File: src/rtl/edge_event_sched_if.sv
// Grant handshake between the event scheduler and its consumer.
interface edge_event_sched_if #(
   parameter int ID_W = 2
);
   logic            gnt_valid;
   logic            gnt_ready;
   logic [ID_W-1:0] gnt_id;

   modport master (output gnt_valid, output gnt_id, input gnt_ready);
   modport slave  (input gnt_valid, input gnt_id, output gnt_ready);
endinterface

File: src/rtl/edge_event_sched.sv
// Per-input edge/change detection feeding a round-robin scheduler that grants
// one pending request at a time and toggles a shared register on acceptance.
module edge_event_sched #(
   parameter int NUM_EV = 3,
   parameter int ID_W   = 2,
   parameter int CNT_W  = 8
) (
   input  logic                  clock,
   input  logic                  reset,
   input  logic [NUM_EV-1:0]     ev_in,
   input  logic [2*NUM_EV-1:0]   ev_mode,
   edge_event_sched_if.master    gnt,
   output logic                  d_out,
   output logic [NUM_EV-1:0]     pending,
   output logic [CNT_W-1:0]      drop_cnt
);

   localparam int IDX_W = (NUM_EV > 1) ? $clog2(NUM_EV) : 1;

   typedef enum logic {IDLE, ISSUE} state_t;

   state_t            state;
   state_t            state_nxt;
   logic [NUM_EV-1:0] ev_q;
   logic [NUM_EV-1:0] evt;
   logic [NUM_EV-1:0] drop;
   logic [NUM_EV-1:0] pending_nxt;
   logic [ID_W-1:0]   gnt_id_q;
   logic [ID_W-1:0]   rr_ptr;
   logic [ID_W-1:0]   rr_nxt;
   logic [ID_W-1:0]   sel_idx;
   logic              sel_found;
   logic              handshake;
   logic [CNT_W-1:0]  cnt_nxt;

   assign handshake = gnt.gnt_valid & gnt.gnt_ready;

   always_comb begin
      evt = '0;
      for (int i = 0; i < NUM_EV; i++) begin
         case (ev_mode[2*i +: 2])
            2'b01:   evt[i] = ev_in[i] & ~ev_q[i];
            2'b10:   evt[i] = ~ev_in[i] & ev_q[i];
            2'b11:   evt[i] = ev_in[i] ^ ev_q[i];
            default: evt[i] = 1'b0;
         endcase
      end
   end

   // A new event wins over a same-cycle clear; a disabled input is flushed
   // unless it is the grant currently on offer.
   always_comb begin
      logic clr;
      pending_nxt = pending;
      drop        = '0;
      clr         = 1'b0;
      for (int i = 0; i < NUM_EV; i++) begin
         clr = handshake && (int'(gnt_id_q) == i);
         if (evt[i]) begin
            pending_nxt[i] = 1'b1;
            drop[i]        = pending[i] & ~clr;
         end else if (clr) begin
            pending_nxt[i] = 1'b0;
         end else if (ev_mode[2*i +: 2] == 2'b00 &&
                      !(gnt.gnt_valid && int'(gnt_id_q) == i)) begin
            pending_nxt[i] = 1'b0;
         end
      end
   end

   always_comb begin
      cnt_nxt = drop_cnt;
      for (int i = 0; i < NUM_EV; i++) begin
         if (drop[i] && cnt_nxt != {CNT_W{1'b1}}) begin
            cnt_nxt = cnt_nxt + CNT_W'(1);
         end
      end
   end

   // Scan downward so the set bit closest to rr_ptr is the last one written.
   always_comb begin
      logic [IDX_W-1:0] idx;
      sel_found = 1'b0;
      sel_idx   = '0;
      idx       = '0;
      for (int off = NUM_EV - 1; off >= 0; off--) begin
         idx = IDX_W'((int'(rr_ptr) + off) % NUM_EV);
         if (pending[idx]) begin
            sel_found = 1'b1;
            sel_idx   = ID_W'(idx);
         end
      end
   end

   assign rr_nxt = (int'(gnt_id_q) == NUM_EV - 1) ? '0 : gnt_id_q + ID_W'(1);

   always_ff @(posedge clock or posedge reset) begin
      if (reset) begin
         ev_q     <= '0;
         pending  <= '0;
         drop_cnt <= '0;
      end else begin
         ev_q     <= ev_in;
         pending  <= pending_nxt;
         drop_cnt <= cnt_nxt;
      end
   end

   always_ff @(posedge clock or posedge reset) begin
      if (reset) begin
         state <= IDLE;
      end else begin
         state <= state_nxt;
      end
   end

   always_comb begin
      state_nxt = state;
      case (state)
         IDLE:    if (sel_found) state_nxt = ISSUE;
         ISSUE:   if (gnt.gnt_ready) state_nxt = IDLE;
         default: state_nxt = IDLE;
      endcase
   end

   always_comb begin
      gnt.gnt_valid = (state == ISSUE);
      gnt.gnt_id    = gnt_id_q;
   end

   always_ff @(posedge clock or posedge reset) begin
      if (reset) begin
         gnt_id_q <= '0;
         rr_ptr   <= '0;
         d_out    <= 1'b0;
      end else begin
         if (state == IDLE && sel_found) begin
            gnt_id_q <= sel_idx;
         end
         if (handshake) begin
            d_out  <= ~d_out;
            rr_ptr <= rr_nxt;
         end
      end
   end

endmodule
File: src/flat_wrapper.sv
// flat-port wrapper written by rule: the top's interface ports become plain ports
module edge_event_sched_flat 
#(
   parameter int NUM_EV = 3,
   parameter int ID_W   = 2,
   parameter int CNT_W  = 8
)
  (clock, reset, ev_in, ev_mode, d_out, pending, drop_cnt, gnt_gnt_valid, gnt_gnt_id, gnt_gnt_ready);
  edge_event_sched_if #(.ID_W(ID_W)) gnt_i ();
  input  logic clock;
  input  logic reset;
  input  logic [NUM_EV-1:0] ev_in;
  input  logic [2*NUM_EV-1:0] ev_mode;
  output logic d_out;
  output logic [NUM_EV-1:0] pending;
  output logic [CNT_W-1:0] drop_cnt;
  output wire logic [$bits(gnt_i.gnt_valid)-1:0] gnt_gnt_valid;
  output wire logic [$bits(gnt_i.gnt_id)-1:0] gnt_gnt_id;
  input wire logic [$bits(gnt_i.gnt_ready)-1:0] gnt_gnt_ready;
  assign gnt_gnt_valid = gnt_i.gnt_valid;
  assign gnt_gnt_id = gnt_i.gnt_id;
  assign gnt_i.gnt_ready = gnt_gnt_ready;
  edge_event_sched #(.NUM_EV(NUM_EV), .ID_W(ID_W), .CNT_W(CNT_W)) u_core (.clock(clock), .reset(reset), .ev_in(ev_in), .ev_mode(ev_mode), .gnt(gnt_i), .d_out(d_out), .pending(pending), .drop_cnt(drop_cnt));
endmodule
File: config.mk
export PLATFORM = sky130hd
export DESIGN_NAME = edge_event_sched_flat
export DESIGN_NICKNAME = d
export VERILOG_FILES = /design/src/rtl/edge_event_sched_if.sv /design/src/rtl/edge_event_sched.sv /design/src/flat_wrapper.sv
export SDC_FILE = /design/constraint.sdc
export NUM_CORES = 1
export LEC_CHECK = 0
export CORE_MARGIN = 3
export CORE_UTILIZATION = 59
export DETAILED_ROUTE_END_ITERATION = 6
export GPL_TIMING_DRIVEN = 0
export PLACE_DENSITY = 0.95
export SLEW_MARGIN = 25
export SYNTH_ARGS = -nofsm -noshare
export SYNTH_HDL_FRONTEND = slang
export SYNTH_SLANG_ARGS = --single-unit
File: constraint.sdc
create_clock -name clock -period 8 [get_ports clock]
set_input_delay 1.6 -clock clock [delete_from_list [all_inputs] [get_ports clock]]
set_output_delay 1.6 -clock clock [all_outputs]
set_load 0.01 [all_outputs]
==> reports/metrics.yaml <==
hold_viol: 0
synth_nets: 226
yosys-top-cells-area: "dfrtp_1, ha_1, nand2_1, mux2i_1, inv_1"
cts_buffers: 3
crit_fanout: 7
regArea_um2: 500.5
place.gp.congestion: 0.8421
syn2layout_area_growth_pct: 19.61
synth_mux_area_share_pct: 7.992
antenna_found_initial: 0
multi_input_area_mm2: 0.001277
io-pin-count: 27
syn_avg_cell_area_um2: 9.133
drc: 0
tightest_slew_ps: 806.7
die-area_mm2: 0.003868
wl_per_cell_um: 15.36
firstDrtPassIters: 5
grt_start_max_net_pins: 21
cts_sinks: 20
cts_tree: "done"
power_per_cell_area_mw_per_mm2: 312.4
diodes: 0
cts_root_buf: "clkbuf_4"
relSlewSlack_pct: 46.16
start_util_pct: 64.77
wl_met1_mm: 1.859
synth-xor-area-share_pct: 2.821
die_width_um: 62.20
hold_class: "reg2reg"
dieHeight_um: 62.20
synth_top_family_by_area: "compound AO/OA/AOI/OAI gates"
nFillCells: 180
worstSetupStartpointType: "input port"
timing.final.crit_share_pct: 64.03
cts_setup_buffers: 0
vias: 1703
synth.largest_area_cell: "dfrtp_1"
status: "finished, final reports clean"
placed_area_mm2: 0.002176
clockBufferDepth: 2
drv_cap: 0
nets: 257
portBuffers: 26
post-synth-top-count-cell: "nand2_1"
vdd_drop_max_uv: 206.7
ant_nets: 0
finalPower_w: 0.0006963
synth_flop_cell: "dfrtp_1"
final_layout_size_suffix_gt1_share_pct: 14.10
cp.required_ps: 8220
grt_usage_pct: 23.27
synth_top_area_share_pct: 26.86
max_freq_ghz: 0.1952
yosys.area_share.adder_pct: 7.790
clock_skew_ps: 9.188
yosys.area_share.simple_pct: 23.64
netlist-cell-type-count: 63
core-area_mm2: 0.002877
vias_per_cell: 6.170
synthTopCellsByCount: "nand2_1, dfrtp_1, inv_1"
setup_viol: 0
crit_path_end_kind: "flip-flop"
synth_edf_count: 0
highest-signal-layer: "met4"
grt_pass1_wl_mm: 7.417
cts_hold_buf: 0
synth_warnings: 0
final_cells: 276
overflow: 0
wl_mm: 4.240
drv_slew: 0
rows: 19
synth_cells: 204
clk_latency_ps: 320
rsz0062_at_grt: "false"
tns_ps: 0
crit_type: "in2reg"
dr_wl_met3_um: 211
dr_wl_met2_mm: 2.083
path_clk_slew_ps: 130
drtIter0Drc: 129
p_leak_nw: 0.8726
placedCellCount: 272
dpl.hpwl_mm: 3.238
htree_num_levels: 1
ys_seq_elements: 20
ys_seq_area_share_pct: 26.86
final_cell_area_mm2: 0.002228
syn-cell-area_mm2: 0.001863
first_global_vias: 1577
synth_compound_area_share_pct: 26.33
async_flop_share_pct: 100.0
crit_arrival_ps: 5340
cts_resized: 0
period_needed_ps: 5123
## area by class of cell
| type | count | share of cell area [%] |
|---|---|---|
| Buffer | 4 | 0.7861 |
| Inverter | 18 | 3.032 |
| Clock inverter | 1 | 1.348 |
| Timing Repair Buffer | 26 | 11.68 |
| Sequential cell | 20 | 22.46 |
| Multi-Input combinational cell | 162 | 57.33 |
| Tap cell | 42 | 2.358 |
| Clock buffer | 3 | 1.011 |
## cells in the final DEF, fill, tap and decap left out, drive strengths merged, types with 6 or more instances in the layout
cell / count
clkdlybuf4s50: 26
nand2: 24
dfrtp: 20
inv: 18
a21oi: 13
ha: 10
nor2: 10
o21ai: 10
mux2i: 7
mux2: 6
## critical path, cell delays in order
cell and delay (ps):
clkdlybuf4s50_1 500, inv_1 50, ha_1 320, nor2b_4 140
o21ai_4 100, a21oi_1 280, nand2_1 140, xor2_1 210
inv_1 120, ha_1 280, nand3_4 140, o31ai_4 370
mux2_4 370, nor4b_4 360, mux2_4 340
## registers in the layout, summed over array words and instances (netlist names)
name	flops
u_core.d_out	1
u_core.pending	3
u_core.ev_q	3
u_core.gnt.gnt_valid	1
u_core.gnt.gnt_id	2
u_core.drop_cnt	8
u_core.rr_ptr	2
## through the flow
stage | utilization, % | setup slack [ps] | hold slack [ps]
detailed placement | 75.64 | 2602 | 482.1
floorplan | - | 3545 | 472.3
finish | 77.47 | 2877 | 499.1
global placement | 75.64 | 2726 | 463.2
CTS | 77.47 | 2904 | 499.4
global route | 77.47 | 2693 | 534.2
## report_power, final
part	total [W]	internal, W	switching, W
logic	0.000429	0.000192	0.000237
registers	0.000182	0.000136	0.0000459
clock network	0.0000861	0.0000507	0.0000354
total	0.000696	0.000378	0.000318
## cells by family after synthesis
kind of cell    after synthesis
xor+xnor                      6
fa+ha+maj                    12
compound gates               58
flops                        20
buf+inv                      22
mux                          13
simple gates                 73
## path summary, 6_finish.rpt
| kind | startpoint | end | slack [ps] | cells past startpoint |
|---|---|---|---|---|
| max | ev_in[0] | u_core.drop_cnt[6]$_DFF_PP0_ | 2880 | 15 |
| min | u_core.d_out$_DFFE_PP0P_ | u_core.d_out$_DFFE_PP0P_ | 500 | 1 |
| max reg2reg | u_core.ev_q[0]$_DFF_PP0_ | u_core.drop_cnt[6]$_DFF_PP0_ | 4320 | 13 |
| min reg2reg | u_core.d_out$_DFFE_PP0P_ | u_core.d_out$_DFFE_PP0P_ | 500 | 1 |
| max in group asynchronous | reset | u_core.drop_cnt[1]$_DFF_PP0_ | 5780 | 2 |
| min in group asynchronous | reset | u_core.pending[0]$_DFFE_PP0P_ | 1720 | 2 |
## layer usage
metal	vias up	global-route usage (%)
li1	824	-
met1	817	30.88
met2	53	38.98
met3	9	2.523
met4	0	8.840
met5	-	0
Note: power is estimated with default switching activity, not from simulation.
